**config.mk**
```make
export PLATFORM = sky130hd
export DESIGN_NAME = uart_tx_fifo_flat
export DESIGN_NICKNAME = d
export VERILOG_FILES = /design/src/rtl/uart_tx_fifo_if.sv /design/src/rtl/uart_tx_fifo.sv /design/src/flat_wrapper.sv
export SDC_FILE = /design/constraint.sdc
export NUM_CORES = 1
export LEC_CHECK = 0
export BUFFER_PORTS_ARGS = -buffer_cell sky130_fd_sc_hd__buf_4
export CAP_MARGIN = 20
export CORE_AREA = 2 2 85 87
export CTS_CLUSTER_SIZE = 25
export DETAILED_ROUTE_END_ITERATION = 10
export DIE_AREA = 0 0 87 89
export GPL_TIMING_DRIVEN = 0
export PLACE_DENSITY_LB_ADDON = 0.15
export SLEW_MARGIN = 20
export SYNTH_ARGS = -nofsm -noshare
export SYNTH_HDL_FRONTEND = slang
export SYNTH_SLANG_ARGS = --single-unit
```
**constraint.sdc**
```tcl
create_clock -name clk -period 3.5 [get_ports clk]
set_input_delay 0 -clock clk [delete_from_list [all_inputs] [get_ports clk]]
set_output_delay 0 -clock clk [all_outputs]
set_load 0.01 [all_outputs]
```
**src/rtl/uart_tx_fifo_if.sv**
```systemverilog
// Valid/ready word channel from a byte producer into uart_tx_fifo.
interface uart_tx_fifo_if #(
    parameter int DATA_BITS = 8
);
    logic [DATA_BITS-1:0] s_data;
    logic                 s_valid;
    logic                 s_ready;

    modport master (output s_data, output s_valid, input s_ready);
    modport slave  (input s_data, input s_valid, output s_ready);
endinterface

```
**src/rtl/uart_tx_fifo.sv**
```systemverilog
// Parametrised UART transmitter with built-in bit timer and a small input FIFO.
// Frame: START, DATA_BITS data (LSB first), optional parity, STOP_BITS stop bits.
module uart_tx_fifo #(
    parameter int CLKS_PER_BIT = 10417,
    parameter int DATA_BITS    = 8,
    parameter int PARITY       = 0,
    parameter int STOP_BITS    = 1,
    parameter int FIFO_DEPTH   = 4
) (
    input  logic                            clk,
    input  logic                            rst,
    uart_tx_fifo_if.slave                   s,
    output logic                            tx,
    output logic                            busy,
    output logic [$clog2(FIFO_DEPTH+1)-1:0] fifo_count
);
    localparam int CW = (CLKS_PER_BIT > 2) ? $clog2(CLKS_PER_BIT) : 1;
    localparam int PW = $clog2(FIFO_DEPTH);
    localparam int NW = $clog2(FIFO_DEPTH + 1);
    localparam int IW = $clog2(DATA_BITS);

    localparam logic [CW-1:0] CNT_LAST   = CW'(CLKS_PER_BIT - 1);
    localparam logic [IW-1:0] IDX_LAST   = IW'(DATA_BITS - 1);
    localparam logic          STOP_LAST  = (STOP_BITS == 2);
    localparam logic [NW-1:0] COUNT_FULL = NW'(FIFO_DEPTH);

    if (CLKS_PER_BIT < 2) begin : g_bad_cpb
        $error("uart_tx_fifo: CLKS_PER_BIT must be >= 2");
    end
    if (DATA_BITS < 5 || DATA_BITS > 9) begin : g_bad_data_bits
        $error("uart_tx_fifo: DATA_BITS must be 5..9");
    end
    if (PARITY < 0 || PARITY > 2) begin : g_bad_parity
        $error("uart_tx_fifo: PARITY must be 0, 1 or 2");
    end
    if (STOP_BITS != 1 && STOP_BITS != 2) begin : g_bad_stop_bits
        $error("uart_tx_fifo: STOP_BITS must be 1 or 2");
    end
    if (FIFO_DEPTH < 2 || (FIFO_DEPTH & (FIFO_DEPTH - 1)) != 0) begin : g_bad_depth
        $error("uart_tx_fifo: FIFO_DEPTH must be a power of two >= 2");
    end

    typedef enum logic [2:0] {
        ST_IDLE,
        ST_START,
        ST_DATA,
        ST_PARITY,
        ST_STOP
    } state_e;

    state_e               state_q, state_d;
    logic [CW-1:0]        cnt_q, cnt_d;
    logic [IW-1:0]        bit_q, bit_d;
    logic                 stop_q, stop_d;
    logic [DATA_BITS-1:0] word_q, word_d;
    logic [PW-1:0]        wr_ptr_q, wr_ptr_d;
    logic [PW-1:0]        rd_ptr_q, rd_ptr_d;
    logic [NW-1:0]        count_q, count_d;
    logic                 ready_q, ready_d;
    logic                 tx_q, tx_d;
    logic                 busy_q, busy_d;

    logic [DATA_BITS-1:0] mem_q [FIFO_DEPTH];

    logic push, pop, bit_end, frame_end, parity_bit;

    // NOTE: every always_comb output is given a default first so no latch is inferred.
    always_comb begin
        bit_end    = (cnt_q == CNT_LAST);
        frame_end  = (state_q == ST_STOP) && bit_end && (stop_q == STOP_LAST);
        push       = s.s_valid && ready_q;
        pop        = (count_q != '0) && ((state_q == ST_IDLE) || frame_end);
        parity_bit = (PARITY == 2) ? ~(^word_q) : (^word_q);

        wr_ptr_d = wr_ptr_q + PW'(push);
        rd_ptr_d = rd_ptr_q + PW'(pop);
        count_d  = count_q + NW'(push) - NW'(pop);
        ready_d  = (count_d != COUNT_FULL);

        state_d = state_q;
        cnt_d   = bit_end ? '0 : cnt_q + CW'(1);
        bit_d   = bit_q;
        stop_d  = stop_q;
        word_d  = word_q;

        case (state_q)
            ST_IDLE: begin
                cnt_d = '0;
                if (pop) begin
                    state_d = ST_START;
                    word_d  = mem_q[rd_ptr_q];
                end
            end
            ST_START: begin
                if (bit_end) begin
                    state_d = ST_DATA;
                    bit_d   = '0;
                end
            end
            ST_DATA: begin
                if (bit_end) begin
                    if (bit_q == IDX_LAST) begin
                        state_d = (PARITY != 0) ? ST_PARITY : ST_STOP;
                        stop_d  = 1'b0;
                    end else begin
                        bit_d = bit_q + IW'(1);
                    end
                end
            end
            ST_PARITY: begin
                if (bit_end) begin
                    state_d = ST_STOP;
                    stop_d  = 1'b0;
                end
            end
            ST_STOP: begin
                if (bit_end) begin
                    if (stop_q == STOP_LAST) begin
                        // Back-to-back frames reload here without passing through IDLE.
                        if (pop) begin
                            state_d = ST_START;
                            word_d  = mem_q[rd_ptr_q];
                        end else begin
                            state_d = ST_IDLE;
                        end
                    end else begin
                        stop_d = 1'b1;
                    end
                end
            end
            default: state_d = ST_IDLE;
        endcase

        case (state_q)
            ST_START:  tx_d = 1'b0;
            ST_DATA:   tx_d = word_q[bit_q];
            ST_PARITY: tx_d = parity_bit;
            default:   tx_d = 1'b1;
        endcase
        busy_d = (state_q != ST_IDLE);
    end

    // NOTE: sequential state uses <= so every flop samples pre-edge values.
    always_ff @(posedge clk) begin
        if (rst) begin
            state_q  <= ST_IDLE;
            cnt_q    <= '0;
            bit_q    <= '0;
            stop_q   <= 1'b0;
            word_q   <= '0;
            wr_ptr_q <= '0;
            rd_ptr_q <= '0;
            count_q  <= '0;
            ready_q  <= 1'b1;
            tx_q     <= 1'b1;
            busy_q   <= 1'b0;
        end else begin
            state_q  <= state_d;
            cnt_q    <= cnt_d;
            bit_q    <= bit_d;
            stop_q   <= stop_d;
            word_q   <= word_d;
            wr_ptr_q <= wr_ptr_d;
            rd_ptr_q <= rd_ptr_d;
            count_q  <= count_d;
            ready_q  <= ready_d;
            tx_q     <= tx_d;
            busy_q   <= busy_d;
        end
    end

    // NOTE: FIFO storage is not reset; the pointers and count decide which entries are live.
    always_ff @(posedge clk) begin
        if (push) begin
            mem_q[wr_ptr_q] <= s.s_data;
        end
    end

    assign s.s_ready  = ready_q;
    assign tx         = tx_q;
    assign busy       = busy_q;
    assign fifo_count = count_q;
endmodule

```
**src/flat_wrapper.sv**
```systemverilog
// flat-port wrapper written by rule: the top's interface ports become plain ports
module uart_tx_fifo_flat 
#(
    parameter int CLKS_PER_BIT = 10417,
    parameter int DATA_BITS    = 8,
    parameter int PARITY       = 0,
    parameter int STOP_BITS    = 1,
    parameter int FIFO_DEPTH   = 4
)
  (clk, rst, tx, busy, fifo_count, s_s_data, s_s_valid, s_s_ready);
  uart_tx_fifo_if #(.DATA_BITS(DATA_BITS)) s_i ();
  input  logic clk;
  input  logic rst;
  output logic tx;
  output logic busy;
  output logic [$clog2(FIFO_DEPTH+1)-1:0] fifo_count;
  input wire logic [$bits(s_i.s_data)-1:0] s_s_data;
  input wire logic [$bits(s_i.s_valid)-1:0] s_s_valid;
  output wire logic [$bits(s_i.s_ready)-1:0] s_s_ready;
  assign s_i.s_data = s_s_data;
  assign s_i.s_valid = s_s_valid;
  assign s_s_ready = s_i.s_ready;
  uart_tx_fifo #(.CLKS_PER_BIT(CLKS_PER_BIT), .DATA_BITS(DATA_BITS), .PARITY(PARITY), .STOP_BITS(STOP_BITS), .FIFO_DEPTH(FIFO_DEPTH)) u_core (.clk(clk), .rst(rst), .s(s_i), .tx(tx), .busy(busy), .fifo_count(fifo_count));
endmodule
```
Yosys cells after proc, flatten, opt, wreduce, memory -nomap -nowiden
Memory sizes are Yosys's and may differ from the RTL's. A register that Yosys moved wholly into a read port is not among the register bits. Cells that the tools add are included. W data, S select, Z words.

Flip-flop bits (word level): 39. Memory bits (writable): 32. Input port bits: 11. Output and inout bits: 6. Word-level logic and storage cells: 81. Memories: 1.

$add $sub $neg: 6. Order comparisons: 1. Equality and inequality tests: 15. Mux-type cells: 29. Bitwise operators: 1. Reductions and logical operators: 17.

Memory list: u_core.mem_q (depth 4, width 8, rd ports 1, clocked after Yosys merged registers in 1, wr ports 1, RTL line uart_tx_fifo.sv:63) `logic [DATA_BITS-1:0] mem_q [FIFO_DEPTH];`.

Operators with widths (count): $mux W3 (10); $mux W8 (3); $pmux W8 S2 (1); $pmux W3 S5 (1); $add A14 B1 Y14 const B (1); $eq A14 B14 Y1 const B (1); $ne A2 B1 Y1 const B (6); $mux W1 (9); $reduce_bool A3 Y1 (3); $reduce_xor A8 Y1 (1); $reduce_and A7 Y1 (1); $eq A3 B2 Y1 const B (2); $eq A3 B3 Y1 const B (2); $pmux W1 S3 (2); $pmux W3 S2 (1); $reduce_and A5 Y1 (1); $add A2 B1 Y2 (2); $logic_and A1 B1 Y1 (4); $lt A3 B4 Y1 const B (1); $ne A2 B2 Y1 const B (2); $reduce_and A4 Y1 (1); $reduce_bool A2 Y1 (2); $add A3 B1 Y3 (1); $add A3 B1 Y3 const B (1); 10 further kinds (10).

Longest topological paths before layout
Word-level depth: 9. Gate-level depth with buffers: 16. Mapped depth without buffers: 15.

Least setup slack after synthesis
Ideal clock, no wire load.

Path type: flip-flop to flip-flop. Start point: register u_core.cnt_q[0]. End point: register u_core.ready_q (netlist: u_core.s.s_ready). Setup time: 0.122 ns. Arrival time: 2.591 ns. Data required time: 3.378 ns. Slack: 0.786 ns. Cell stages (with the launch flop): 17. Path buffers: 1. Period minus slack after synthesis: 2.714 ns. Path through: dfxtp_1 > inv_1 > ha_1 > and3b_1 > a41o_1 > clkbuf_1 > nand2_1 > inv_1 > ha_1 > inv_1 > ha_1 > inv_1 > fa_1 > xor2_1 > xnor2_1 > nor2_1 > nand3b_1.

Word-level cells in the longest chain between the ends: 7.

RTL lines: from (decl) (RTL line uart_tx_fifo.sv:52) `logic [CW-1:0] cnt_q, cnt_d;`; from (signal assigned) (RTL line uart_tx_fifo.sv:159) `cnt_q <= cnt_d;`; $eq A14 B14 Y1 (RTL line uart_tx_fifo.sv:69) `bit_end = (cnt_q == CNT_LAST);`; $logic_and A1 B1 Y1 (2 in series) (RTL line uart_tx_fifo.sv:70) `frame_end = (state_q == ST_STOP) && bit_end && (stop_q == STOP_LAST);`; $logic_or A1 B1 Y1 (RTL line uart_tx_fifo.sv:72) `pop = (count_q != '0) && ((state_q == ST_IDLE) || frame_end);`; $logic_and A1 B1 Y1 (RTL line uart_tx_fifo.sv:72); $sub A3 B1 Y3 (RTL line uart_tx_fifo.sv:77) `count_d = count_q + NW'(push) - NW'(pop);`; $ne A3 B3 Y1 (RTL line uart_tx_fifo.sv:78) `ready_d = (count_d != COUNT_FULL);`; to (signal assigned) (RTL line uart_tx_fifo.sv:166) `ready_q <= ready_d;`; to (decl) (RTL line uart_tx_fifo.sv:59) `logic ready_q, ready_d;`.

No other way between the ends. A chain may end at the register's enable or synchronous reset.

Final worst setup path
Ends and elaborated chain as after synthesis.

==> metrics.md <==
| Metric | Value |
|---|---|
| Root buffer cell | `clkbuf_8` |
| Cells after synthesis | `242` |
| Clock skew | `0.00621 ns` |
| Die height | `89 um` |
| Post-synth top area share | `0.323` |
| CTS H-tree lvls | `3` |
| Core Region | `6720 sq um` |
| PwrDens | `688 nW/um^2` |
| Async S/R FF share, synth | `0` |
| Synth area leader | `edfxtp_1` |
| Vias per std cell | `5.23` |
| RSZ-0062 raised after global routing | `false` |
| Register Area | `1720 sq um` |
| Final core area utilization | `0.527` |
| Fmax | `335 MHz` |
| Slowest CP cell | `dfxtp_1` |
| Status | `completed` |
| Tightest Pin Transition | `0.895 ns` |
| Largest vdd supply drop | `0.328 mV` |
| Post-Synthesis Net Count | `262` |
| Setup TNS Final | `0 ns` |
| GP Congestion | `0.712` |
| Antenna cells | `0` |
| Final Max Slew Viols | `0` |
| Power Internal | `1.75 mW` |
| Seq pwr share | `0.423` |
| Clk sinks | `70` |
| Final worst slack | `0.514 ns` |
| Setup CP Type | `reg2reg` |
| Clk pwr share | `0.322` |
| Die Footprint | `7740 sq um` |
| Vias | `1898` |
| # resized after CTS | `0` |
| Crit path max-delay family | `adder cells` |
| Final setup viols | `0` |
| Slowest Stage Delay on Critical Path | `0.40 ns` |
| Synthesized cell area | `2970 sq um` |
| Fillers | `606` |
| Post-place setup slack | `0.534 ns` |
| Nets | `298` |
| GRT overflow | `0` |
| Max cap viols | `0` |
| Psw | `686 uW` |
| Total Routing Usage GR | `0.151` |
| Initial antenna violation count | `0` |
| DR pass1 iterations | `4` |
| Port Buffers | `16` |
| Multi-input gate area | `1190 sq um` |
| Wire per inst | `14.4 um` |
| Switching share of total power | `0.281` |
| P_leak | `1.21 nW` |
| WP data required | `3.73 ns` |
| Design Area, Final | `3540 sq um` |
| Worst hold slack | `0.246 ns` |
| Placed cell area | `3210 sq um` |
| Initial drt markers | `79` |
| WP data arrival | `3.21 ns` |
| Predominant post-synthesis flop cell | `dfxtp_1` |
| Endpoints failing hold | `0` |
| Clock Path Buffers | `2` |
| Crit start category | `flop` |
| Most frequent cells in the layout | `dfxtp_1 (38), edfxtp_1 (32), nor2_1 (22), xnor2_1 (21), buf_4 (16)` |
| Starting Density | `0.442` |
| Worst Path Buf+Inv | `5` |
| Post-synth EDFFs | `32` |
| Remaining DRCs | `0` |
| Post-synthesis sequential area ratio | `0.579` |
| Warnings from Yosys | `0` |
| Min-delay worst type | `in2reg` |
| Most common cell after layout, fill and taps aside | `dfxtp_1` |
| Synth area leaders | `edfxtp_1 (32%), dfxtp_1 (26%), xnor2_1 (6.2%), mux4_2 (6.1%), ha_1 (3.4%)` |
| Area growth, synth to finish | `19.2%` |
| Skew-Pair Late Insertion Delay | `0.34 ns` |
| Crit Path Max Fanout | `9` |
| Layout cells sized above 1 | `0.170` |
| Pin count of the biggest net entering global routing | `14` |
| Reg clk slew, reported paths | `0.08 ns` |
| Standard-cell row count | `30` |
| Hold buffers post-CTS | `9` |
| Post-CTS Setup Repair Bufs | `0` |
| Combinational share of power | `0.254` |
| Die Span X | `87 um` |
| Num CTS Buffers | `9` |
| Tmin final | `2.99 ns` |
| Synth Register Bits | `70` |
| TritonCTS clock tree | `yes` |
| Post-route ant nets | `0` |
| CP cell instances | `inv_1 -> ha_1 -> and3b_1 -> a41o_1 -> clkbuf_1 -> nand2_1 -> inv_1 -> ha_1 -> inv_1 -> ha_1 -> inv_1 -> fa_1 -> xor2_1 -> xnor2_1 -> nor2_1 -> nand3b_1` |
| Dpl hpwl | `3590 um` |
| Worst path most repeated cell | `inv_1` |
| Synth cell types | `39` |
| # IOs | `17` |
| Slew HR | `0.398` |
| Tcrit/Tclk final | `0.853` |
| First-pass GRT wire length | `8810 um` |
| Vias in the first global route | `1843` |
| Mapped Avg Cell Area | `12.3 sq um` |
| CP endpoint kind | `flop` |
| Routed wire length | `5230 um` |
-- final cells by class --
cell class	instances	area share
Inverter	11	0.0117
Clock buffer	9	0.0350
Multi-Input combinational cell	153	0.336
Timing Repair Buffer	25	0.0593
Buffer	8	0.00918
Clock inverter	7	0.0343
Tap cell	80	0.0283
Sequential cell	70	0.486
-- state kept, by name, summed over array words and instances (netlist names) --
name,flops
u_core.bit_q,3
u_core.busy,1
u_core.cnt_q,14
u_core.fifo_count,3
u_core.mem_q,32
u_core.rd_ptr_q,2
u_core.s.s_ready,1
u_core.state_q,3
u_core.tx,1
u_core.word_q,8
u_core.wr_ptr_q,2
-- routing by layer --
layer  GRT usage  routed length, um
met4      0.0426                 53
met5           0                  0
met1       0.183               2380
met3      0.0591                152
met2       0.253               2640
-- logic make-up after synthesis --
kind of cell | share of synthesized area
compound gates | 0.0665
xor+xnor | 0.0678
fa+ha+maj | 0.0404
buf+inv | 0.0248
flops | 0.579
mux | 0.0821
simple gates | 0.139
-- worst min-delay path, cell delays in order --
cell and delay, ns:
buf_4 0.08, nand2_1 0.12, inv_1 0.13, ha_1 0.12, nor2b_1 0.11
-- synth_stat cells, drive strengths merged, types with 4 or more instances --
master,number
a21oi,14
clkbuf,5
dfxtp,38
edfxtp,32
ha,8
inv,11
mux4,10
nand2,9
nand3,13
nand4,5
nor2,22
nor2b,4
nor3,5
nor3b,4
o21ai,14
xnor2,21
-- through the flow --
stage / instances / total power, mW
2_1_floorplan: 242 / 1.52
3_3_place_gp: 338 / 1.66
3_5_place_dp: 338 / 1.68
4_1_cts: 363 / 2.47
5_1_grt: 363 / 2.59
6_report: 363 / 2.44
-- final timing paths --
kind,slack (ns),to,startpoint,cells past startpoint
hold / removal,0.25,u_core.wr_ptr_q[0],s_s_valid,5
setup reg to reg,0.51,u_core.s.s_ready,u_core.cnt_q[0],16
hold reg to reg,0.49,u_core.cnt_q[0],u_core.cnt_q[0],1
setup / recovery,0.51,u_core.s.s_ready,u_core.cnt_q[0],16
-- power groups by stage --
stage	registers, mW	logic, mW	clock network [mW]
after floorplan	1.04	0.474	0
after global placement	1.05	0.613	0
after detailed placement	1.05	0.625	0
after CTS	1.03	0.633	0.806
after global routing	1.04	0.700	0.841
final	1.03	0.620	0.785
Power figures use the tool's default switching activity.
